--- config.mk ---
export PLATFORM = sky130hd
export DESIGN_NAME = multicycle_sequencer
export DESIGN_NICKNAME = d
export VERILOG_FILES = /design/src/rtl/multicycle_sequencer.sv
export SDC_FILE = /design/constraint.sdc
export NUM_CORES = 1
export LEC_CHECK = 0
export CAP_MARGIN = 25
export CORE_MARGIN = 5
export CORE_UTILIZATION = 40
export DETAILED_ROUTE_END_ITERATION = 16
export PLACE_DENSITY = 0.67
export SLEW_MARGIN = 30
export SYNTH_ARGS = -nofsm -noshare
export SYNTH_HDL_FRONTEND = slang
export SYNTH_SLANG_ARGS = --single-unit
--- constraint.sdc ---
create_clock -name clk -period 2 [get_ports clk]
set_input_delay 0.2 -clock clk [delete_from_list [all_inputs] [get_ports clk]]
set_output_delay 0.2 -clock clk [all_outputs]
set_load 0.005 [all_outputs]
--- src/rtl/multicycle_sequencer.sv ---
// Multi-cycle control sequencer for the nonpipelined LEGv8 core: steps each
// instruction through FETCH/DECODE/EXECUTE/[MEMORY]/WRITEBACK and gates strobes.
module multicycle_sequencer #(
  parameter int MEM_TIMEOUT = 15,
  parameter int COUNT_W     = 32
) (
  input  logic               clk,
  input  logic               reset,
  input  logic               imem_ready,
  input  logic               dmem_ready,
  input  logic               ctl_mem_read,
  input  logic               ctl_mem_write,
  input  logic               ctl_reg_write,
  input  logic               ctl_update_sreg,
  input  logic [2:0]         ctl_branch_op,
  input  logic               branch_taken,
  input  logic               halt_req,
  output logic               imem_req,
  output logic               ir_load,
  output logic               dmem_read_req,
  output logic               dmem_write_req,
  output logic               sreg_write_en,
  output logic               reg_write_en,
  output logic               pc_write,
  output logic               pc_src,
  output logic               busy,
  output logic [2:0]         state,
  output logic [COUNT_W-1:0] instr_count,
  output logic               timeout_err
);

  typedef enum logic [2:0] {
    S_FETCH     = 3'd0,
    S_DECODE    = 3'd1,
    S_EXECUTE   = 3'd2,
    S_MEMORY    = 3'd3,
    S_WRITEBACK = 3'd4,
    S_HALT      = 3'd5,
    S_ERROR     = 3'd6
  } state_t;

  localparam logic [7:0] TMO = 8'(MEM_TIMEOUT);

  state_t     st, st_nxt;
  logic [7:0] wait_cnt, wait_nxt, wait_inc;
  logic       take_q;

  assign state    = st;
  assign wait_inc = wait_cnt + 8'd1;

  always_ff @(posedge clk or posedge reset) begin
    if (reset) begin
      st          <= S_FETCH;
      wait_cnt    <= '0;
      take_q      <= 1'b0;
      instr_count <= '0;
      timeout_err <= 1'b0;
    end else begin
      st       <= st_nxt;
      wait_cnt <= wait_nxt;
      if (st == S_EXECUTE)
        take_q <= branch_taken && (ctl_branch_op != 3'b000);
      if (st == S_WRITEBACK)
        instr_count <= instr_count + COUNT_W'(1);
      if (st_nxt == S_ERROR)
        timeout_err <= 1'b1;
    end
  end

  // Ready is tested before the timeout so a late ready still wins.
  always_comb begin
    st_nxt         = st;
    wait_nxt       = wait_cnt;
    imem_req       = 1'b0;
    ir_load        = 1'b0;
    dmem_read_req  = 1'b0;
    dmem_write_req = 1'b0;
    sreg_write_en  = 1'b0;
    reg_write_en   = 1'b0;
    pc_write       = 1'b0;
    pc_src         = 1'b0;
    busy           = 1'b1;
    case (st)
      S_FETCH: begin
        imem_req = 1'b1;
        if (imem_ready) begin
          ir_load  = !reset;
          st_nxt   = S_DECODE;
          wait_nxt = '0;
        end else if (wait_inc == TMO) begin
          st_nxt   = S_ERROR;
          wait_nxt = '0;
        end else begin
          wait_nxt = wait_inc;
        end
      end
      S_DECODE: st_nxt = S_EXECUTE;
      S_EXECUTE: begin
        sreg_write_en = ctl_update_sreg;
        if (ctl_mem_read && ctl_mem_write) st_nxt = S_ERROR;
        else if (ctl_mem_read || ctl_mem_write) st_nxt = S_MEMORY;
        else st_nxt = S_WRITEBACK;
      end
      S_MEMORY: begin
        dmem_read_req  = ctl_mem_read;
        dmem_write_req = ctl_mem_write;
        if (dmem_ready) begin
          st_nxt   = S_WRITEBACK;
          wait_nxt = '0;
        end else if (wait_inc == TMO) begin
          st_nxt   = S_ERROR;
          wait_nxt = '0;
        end else begin
          wait_nxt = wait_inc;
        end
      end
      S_WRITEBACK: begin
        reg_write_en = ctl_reg_write;
        pc_write     = 1'b1;
        pc_src       = take_q;
        st_nxt       = halt_req ? S_HALT : S_FETCH;
      end
      S_HALT:  busy = 1'b0;
      S_ERROR: busy = 1'b0;
      default: st_nxt = S_ERROR;
    endcase
  end

endmodule

# Word-level counts from Yosys, hierarchy flattened
# Cells that the tools add are included.
# totals
mem_count	0
inputBits	13
mem_bits_ro	0
output_inout_bits	45
mem_bits_rw	0
wordCells	44
regBits	45
latchBits	0
# op_classes
add_sub_neg	2
eq_ne	8
n_lt_le_gt_ge	0
multipliers	0
n_mux	21
div_mod_pow	0
shift	0
n_bitwise	0
reduce_logical	8
# ops
op	count
32-bit by 1-bit adder with 32-bit output, second input constant	1
8-bit 2-to-1 mux	3
3-bit 2-to-1 mux	6
3-bit case mux with 6 select lines	1
8-bit case mux with 2 select lines	1
3-bit equality test, second input constant	4
1-bit 2-to-1 mux	10
8-bit by 1-bit adder with 8-bit output, second input constant	1
8-bit by 4-bit equality test with 1-bit output, second input constant	1
3-bit by 2-bit equality test with 1-bit output, second input constant	2
3-bit by 1-bit equality test with 1-bit output, second input constant	1
3-bit zero test	1
3-bit nonzero test	1
1-bit logical AND	2
2-bit nonzero test	1
2-bit OR reduction	1
1-bit zero test	1
1-bit logical OR	1

# Depth between registers and ports, before layout
# Gate-level depths: netlist of the first run.
# depth
depth_word	6
ltp_mapped	7
ltp_nobuf	7

# Least setup slack after synthesis of the first run
# Ideal clock, no wire load.
# synth_path
path_kind	reg-to-reg
start	register st[1], in the netlist state[1]
end	register instr_count[16]
setup_ns	0.123
slack_ns	0.258
period_less_slack_ns	1.742
arrival_time_ns	1.619
stages_incl_launch_ff	8
n_path_buf	2
t_required_ns	1.877
path_cell_list	dfrtp_1 -> buf_2 -> nor3b_4 -> and3_1 -> buf_2 -> and3_1 -> nand4_1 -> xnor2_1
# synth_via
elab_chain_cells	1
# synth_lines
item	line	source
start: declaration	44	state_t st, st_nxt;
start signal: assignment	59	st <= st_nxt;
3-bit equality test	63	if (st == S_WRITEBACK)
end signal: assignment	64	instr_count <= instr_count + COUNT_W'(1);
end: declaration	28	output logic [COUNT_W-1:0] instr_count,
# Every way passes these cells.
# A chain may end at the register's enable or synchronous reset.

# Worst setup path after layout of the first run
# layout_path
start	register st[1], in the netlist state[1]
end	output port pc_write
# layout_via
elab_chain_cells	2
# layout_lines
item	line	source
3-bit equality test	83	case (st)
1-bit 2-to-1 mux	83	
end: declaration	24	output logic pc_write,
# Every way passes these cells.

==> results.txt, run 1 <==
Overflow left after global routing - 0
Area of the mapped netlist - 2290 sq um
Transition time of the tightest slew-check pin - 560 ps
Main combinational cell family by area after synthesis - simple AND/OR/NAND/NOR gates
Detailed Route WL - 5000 um
Post-synthesis adder-cell area fraction - 2.18%
Number of DRC markers in iteration 0 - 81
Cell row count - 27
Placed instance count - 360
Most repeated cell in the gate-level netlist after synthesis - sky130_fd_sc_hd__dfrtp_1
Antenna diodes - 0
Pin count of the biggest net entering global routing - 46
Power density of the placed cells - 952 nW/um^2
Proportion of synthesized flip-flops having asynchronous set or reset - 100%
Antenna-violating nets left - 0
Final period util - 95.8%
Yosys top cell by area - sky130_fd_sc_hd__dfrtp_1
Clock Skew - 3.39 ps
Top cell type's share of synthesized area - 49.1%
Outcome - completed
First-pass DRT Iterations - 4
Type of element launching the critical path - flip-flop
Layout net count - 318
Die width - 85.7 um
Final sum of negative setup slack - 0 ps
Data arrival time of the critical path - 1720 ps
Mapped Nets - 247
Category of the worst setup path capture point - output pin
FMAX - 522 MHz
Via count of the first global-routing pass - 1809
CTS clock-pin slew for the worst setup and hold paths - 80 ps
Die outline height - 85.7 um
Max rail drop VDD - 505 uV
Root buf cell - sky130_fd_sc_hd__clkbuf_8
Sum of internal, switching and leakage power - 2990 uW
Number of antenna violations at the first check in global routing - 0
Sequential cell area fraction in the yosys report - 49.1%
Synthesized-area fraction occupied by and/or/nand/nor cells - 23.7%
Synth cell types - 38
Count of non-filler cells in the finished layout - 372
Reg-to-reg endpoint - instr_count[16]
HPWL after DPL - 3630 um
Floorplan die area - 7350 sq um
Register-to-register setup slack - 100 ps
IO Port Bufs - 57
Core Util, Final - 56.7%
GRT Resource Usage Total - 14.3%
Initial core utilization - 41.4%
Type of the worst setup path - reg2out
Synthesized flop and latch total - 45
CTS tree - built
Top area cells in the synthesized netlist - sky130_fd_sc_hd__dfrtp_1, sky130_fd_sc_hd__xnor2_1, sky130_fd_sc_hd__xor2_1, sky130_fd_sc_hd__nand2_1, sky130_fd_sc_hd__nor2_1
Share of final-layout standard cells stronger than drive strength 1 - 10.7%
Worst path required time - 1800 ps
Max Buffers Root-to-Sink - 2
Final count of pins violating max slew - 0
Number of enable flip-flop cells after synthesis - 0
Num CTS Buffers - 5
Post-synthesis average cell area - 9.97 sq um
Critical-path maximum fanout - 5
Number of primary I/O pins - 58
Number of instances in the synthesized netlist - 230
Hold crit path type - in2async
Top FF cell, synth - sky130_fd_sc_hd__dfrtp_1
Max Cap Violations - 0
Leak pwr - 0.00150 uW
Placer congestion estimate - 0.796
CTS H-Tree Depth - 2
Compound-gate portion of the synthesized area - 8.84%
TritonCTS sink count - 45
Relative area change from synthesis to final layout - 37.0%
Final min period - 1920 ps
Final hold violations - 0
Area of the core - 5540 sq um
Detailed-route DRC error count - 0
Parity-gate share of the synthesized area counting xor and xnor cells - 13.4%
Global-route wire length before repair - 8490 um
Vias per inst - 5.01
Final-report setup violation count - 0
Worst R2R Path Depth - 6
Yosys Warn Count - 0
Most numerous cell types in the synthesized netlist - sky130_fd_sc_hd__dfrtp_1, sky130_fd_sc_hd__nand2_1, sky130_fd_sc_hd__xnor2_1
RSZ-0062 raised after global routing - yes
Via count of the routed design - 1862
Clock latency at the later pin of the worst-skew pair - 290 ps
Multiplexer fraction of the synthesized cell area - 0.491%
Total of hold buffers inserted after clock tree synthesis - 0
DR WL/cell - 13.4 um
Reg-to-Reg Start - state[1]
Max-slew headroom at the worst pin - 62.7%
area by class of cell:
class                      count  area (sq um)
inverter                       7          26.3
tap                           72          90.1
clock buffer                   5          68.8
clock inverter                 1          5.00
timing repair buffer          70           691
multi-input combinational    172          1140
fill                         516          2400
sequential                    45          1130
cell usage in the layout, fill, tap and decap left out, types with 3 or more instances in the layout:
master,instances
sky130_fd_sc_hd__clkdlybuf4s50_1,54
sky130_fd_sc_hd__dfrtp_1,45
sky130_fd_sc_hd__nand2_1,32
sky130_fd_sc_hd__xnor2_1,20
sky130_fd_sc_hd__nor2_1,17
sky130_fd_sc_hd__xor2_1,15
sky130_fd_sc_hd__nand3_1,11
sky130_fd_sc_hd__o21ai_0,11
sky130_fd_sc_hd__buf_4,10
sky130_fd_sc_hd__a21oi_1,7
sky130_fd_sc_hd__and3_1,6
sky130_fd_sc_hd__and4_1,6
sky130_fd_sc_hd__inv_1,6
sky130_fd_sc_hd__nand4_1,5
sky130_fd_sc_hd__clkbuf_8,5
sky130_fd_sc_hd__a21o_1,4
sky130_fd_sc_hd__ha_1,4
sky130_fd_sc_hd__nor3_2,3
sky130_fd_sc_hd__o31ai_1,3
sky130_fd_sc_hd__nor3_1,3
sky130_fd_sc_hd__nor2b_1,3
sky130_fd_sc_hd__dlymetal6s2s_1,3
through the flow:
| stage | area (sq um) | hold WS [ps] | worst slack [ps] |
|---|---|---|---|
| final | 3140 | 374 | 84.7 |
| after global routing | 3140 | 434 | -6.60 |
| after CTS | 3060 | 407 | 5.01 |
| after detailed placement | 2980 | 467 | 103 |
| after global placement | 2980 | 455 | 120 |
| after floorplan | 2290 | 347 | 258 |
routing by layer:
layer | track usage [%] | wire length, um
met4 | 4.32 | 67
met3 | 4.23 | 322
met5 | 0 | 0
met1 | 18.5 | 2280
met2 | 23.2 | 2330
repair_timing:
action / 4_1_cts / 5_1_grt
endpoints found under the setup margin: 1 / 6
buffers inserted: 0 / 6
resized for setup: 1 / 11
pin swaps: 0 / 3
cell families after synthesis:
family                   after synthesis
AO/OA/AOI/OAI                         32
flip-flops                            45
AND/OR/NAND/NOR                      100
XOR/XNOR                              35
multiplexers                           1
adder cells (fa/ha/maj)                4
buffers and inverters                 13
where the power goes:
part	internal [uW]	switching, uW	leakage [uW]
sequential	1050	176	0.000605
combinational	686	573	0.000858
clock	230	279	0.0000399
total	1960	1030	0.00150
worst max-delay path, cell delays in order (launching register included):
cell,delay (ps)
sky130_fd_sc_hd__dfrtp_1,430
sky130_fd_sc_hd__nor3b_4,330
sky130_fd_sc_hd__buf_4,160
sky130_fd_sc_hd__clkdlybuf4s50_1,500
sequential cells by signal, summed over array words and instances, names as in the netlist:
name / flops
take_q: 1
instr_count: 32
timeout_err: 1
wait_cnt: 8
state: 3
how the worst max path moves through the flow:
| stage | start | endpoint | slack (ps) |
|---|---|---|---|
| after floorplan | state[1] | instr_count[16] | 260 |
| final | state[1] | pc_write | 80 |
| after global routing | state[1] | pc_write | -7 |
| after detailed placement | ctl_mem_write | timeout_err | 100 |
| after global placement | ctl_mem_read | timeout_err | 120 |
| after CTS | state[1] | dmem_read_req | 5 |
Note: power is estimated with default switching activity, not from simulation.
==> inputs of run 2 (changes only) <==
--- a/config.mk
+++ b/config.mk
@@ -7,9 +7,9 @@
 export LEC_CHECK = 0
 export CAP_MARGIN = 25
 export CORE_MARGIN = 5
-export CORE_UTILIZATION = 40
+export CORE_UTILIZATION = 43
 export DETAILED_ROUTE_END_ITERATION = 16
-export PLACE_DENSITY = 0.67
+export PLACE_DENSITY = 0.71
 export SLEW_MARGIN = 30
 export SYNTH_ARGS = -nofsm -noshare
 export SYNTH_HDL_FRONTEND = slang
==> run 2 against run 1 <==
  * Cell count increased by 1.1%
  * Sequential power about the same
  * Final area increased by 2.5%
  * First-iteration DRC count decreased by 22%
  * Critical path depth increased by 1
  * Maximum frequency decreased by 0.70%
  * Wire length decreased by 1.5%
  * Combinational power increased by 4%
==> results.txt, run 2 (same netlist as run 1, synthesis figures left out) <==
Area of the core - 5140 sq um (-7.2%)
Die width - 83.0 um (-3.1%)
Share of final-layout standard cells stronger than drive strength 1 - 12.4% (+1.8 points)
Area taken by multi-input logic gates - 1130 sq um (-0.22%)
Largest register by flop count - instr_count
Most frequent standard cell in the layout excluding fill and tap cells - sky130_fd_sc_hd__clkdlybuf4s50_1
CTS H-Tree Depth - 2 (unchanged)
Global-route wire length before repair - 8510 um (+0.25%)
Vias per inst - 5.02 (+0.26%)
Detailed-route DRC error count - 0 (unchanged)
Number of primary I/O pins - 58 (unchanged)
Final-report setup violation count - 0 (unchanged)
Outcome - completed
Relative contribution of combinational cells to total power - 39.4% (-2.7 points)
Count of non-filler cells in the finished layout - 376 (+1.1%)
Floorplan die area - 6890 sq um (-6.2%)
Post-DP Area - 2980 sq um (about the same)
Leak pwr - 0.00152 uW (+0.86%)
P_sw - 1040 uW (+1.7%)
Type of the worst setup path - reg2out
Commonest cells after routing, fill and taps aside - sky130_fd_sc_hd__clkdlybuf4s50_1, sky130_fd_sc_hd__dfrtp_1, sky130_fd_sc_hd__nand2_1
Final period util - 96.4% (+0.67 points)
Overflow left after global routing - 0 (unchanged)
Finished layout cell area - 3220 sq um (+2.5%)
Final Hold Slack - 406 ps (+32.9 ps)
TritonCTS sink count - 45 (unchanged)
FMAX - 518 MHz (-0.70%)
Placed instance count - 358 (-0.56%)
Max rail drop VDD - 730 uV (+45%)
Antenna-violating nets left - 0 (unchanged)
Number of DRC markers in iteration 0 - 63 (-22%)
Setup crit start - state[1]
Num CTS Buffers - 5 (unchanged)
Hold crit path type - in2async
DR WL/cell - 13.1 um (-2.5%)
Sequential cell area - 1130 sq um (unchanged)
Clock power share - 24.0% (+7.0 points)
Layout filler cell count - 471 (-8.7%)
Max Buffers Root-to-Sink - 2 (unchanged)
Final count of pins violating max slew - 0 (unchanged)
Cell chain of the critical path - nor3b_4 -> buf_6 -> and2_1 -> clkdlybuf4s50_1
Detailed Route WL - 4930 um (-1.5%)
Pin count of the biggest net entering global routing - 46 (unchanged)
Data arrival time of the critical path - 1730 ps (about the same)
Via count of the first global-routing pass - 1850 (+2.3%)
Worst path required time - 1800 ps (about the same)
Net Sw Frac - 31.5% (-2.9 points)
Power density of the placed cells - 1030 nW/um^2 (+8.1%)
Transition time of the tightest slew-check pin - 567 ps (+7.42 ps)
Category of the worst setup path capture point - output pin
Antenna diodes - 0 (unchanged)
First-pass DRT Iterations - 4 (unchanged)
Layout net count - 322 (+1.3%)
Total of hold buffers inserted after clock tree synthesis - 0 (unchanged)
Clock Skew - 7.39 ps (+4.00 ps)
Reg-to-Reg Start - wait_cnt[0]
Clock latency at the later pin of the worst-skew pair - 300 ps (about the same)
Stage delay of the slowest cell on the critical path - 490 ps (about the same)
Critical-path maximum fanout - 6 (+1)
Final min period - 1930 ps (+13.4 ps)
CTS tree - built
HPWL after DPL - 3610 um (-0.54%)
Internal power - 2270 uW (+16%)
Sum of internal, switching and leakage power - 3320 uW (+11%)
Critical path's slowest cell - sky130_fd_sc_hd__clkdlybuf4s50_1
Number of antenna violations at the first check in global routing - 0 (unchanged)
Relative area change from synthesis to final layout - 40.5%
Max-slew headroom at the worst pin - 62.2% (-0.49 points)
Via count of the routed design - 1887 (+1.3%)
Final sum of negative setup slack - 0 ps (unchanged)
Initial core utilization - 44.6% (+3.2 points)
Relative contribution of sequential cells to total power - 36.6% (-4.3 points)
Number of flip-flops under the largest register name - 32 (unchanged)
Final hold violations - 0 (unchanged)
Cell row count - 26 (-3.7%)
Root buf cell - sky130_fd_sc_hd__clkbuf_8
IO Port Bufs - 57 (unchanged)
Placer congestion estimate - 0.815 (+2.4%)
Type of element launching the critical path - flip-flop
CTS clock-pin slew for the worst setup and hold paths - 80 ps (about the same)
GRT Resource Usage Total - 14.8% (+0.46 points)
Die outline height - 83.0 um (-3.1%)
Max Cap Violations - 0 (unchanged)
run 2: cell types whose count changed in the layout (fill, tap and decap cells not counted), sizes merged:
cell,change
buf,+4
clkdlybuf4s50,+2
inv,+1
bufinv,+2
clkinv,-1
dlymetal6s2s,-2
run 2: per-layer routing:
| layer | track usage, % | part of all wire [%] | up-vias |
|---|---|---|---|
| met2 | 23.9 | 46 | 53 |
| met1 | 18.3 | 45 | 890 |
| li1 | - | - | 938 |
| met3 | 5.35 | 7.2 | 6 |
| met4 | 4.90 | 1.4 | 0 |
| met5 | 0 | 0 | - |
run 2: path summary, 6_finish.rpt:
check                                        to  slack (ps)  depth (start not counted)
worst min register to register           take_q         480                          2
worst max register to register      timeout_err         200                          6
min in group clk                         take_q         470                          3
worst max-delay path                     pc_src          70                          4
max in group asynchronous       instr_count[15]        1200                          3
worst min-delay path                wait_cnt[6]         410                          3
run 2: cell type report:
| cell class | count | area share, % |
|---|---|---|
| clock buffer | 5 | 2.14 |
| clock inverter | 3 | 2.02 |
| inverter | 7 | 0.815 |
| multi-input combinational | 172 | 35.2 |
| sequential | 45 | 34.9 |
| tap | 70 | 2.72 |
| timing repair buffer | 74 | 22.2 |
run 2: power by group through the flow:
stage          combinational (uW)  sequential [uW]  clock, uW
4_1_cts                      1130             1210        825
2_1_floorplan                 623             1220          0
3_5_place_dp                 1110             1230          0
5_1_grt                      1440             1240        863
6_report                     1310             1210        798
3_3_place_gp                 1090             1220          0
run 2: timing repair:
action / 4_1_cts / 5_1_grt
setup endpoints to repair: 1 / 7
pin swaps: 0 / 1
setup buffers: 0 / 10
gates resized for setup: 1 / 8
run 2: stage by stage:
step                setup slack (ps)  utilization, %
floorplan                        258               -
global placement                 124            57.9
detailed placement              80.7            57.9
CTS                             2.14            60.6
global route                   -4.10            62.7
finish                          71.2            62.7
run 2: worst max-delay path: cells and delay by family, from the launching register on:
kind	cells	cell delay (ps)
flops	1	420
buf+inv	2	640
simple gates	2	370
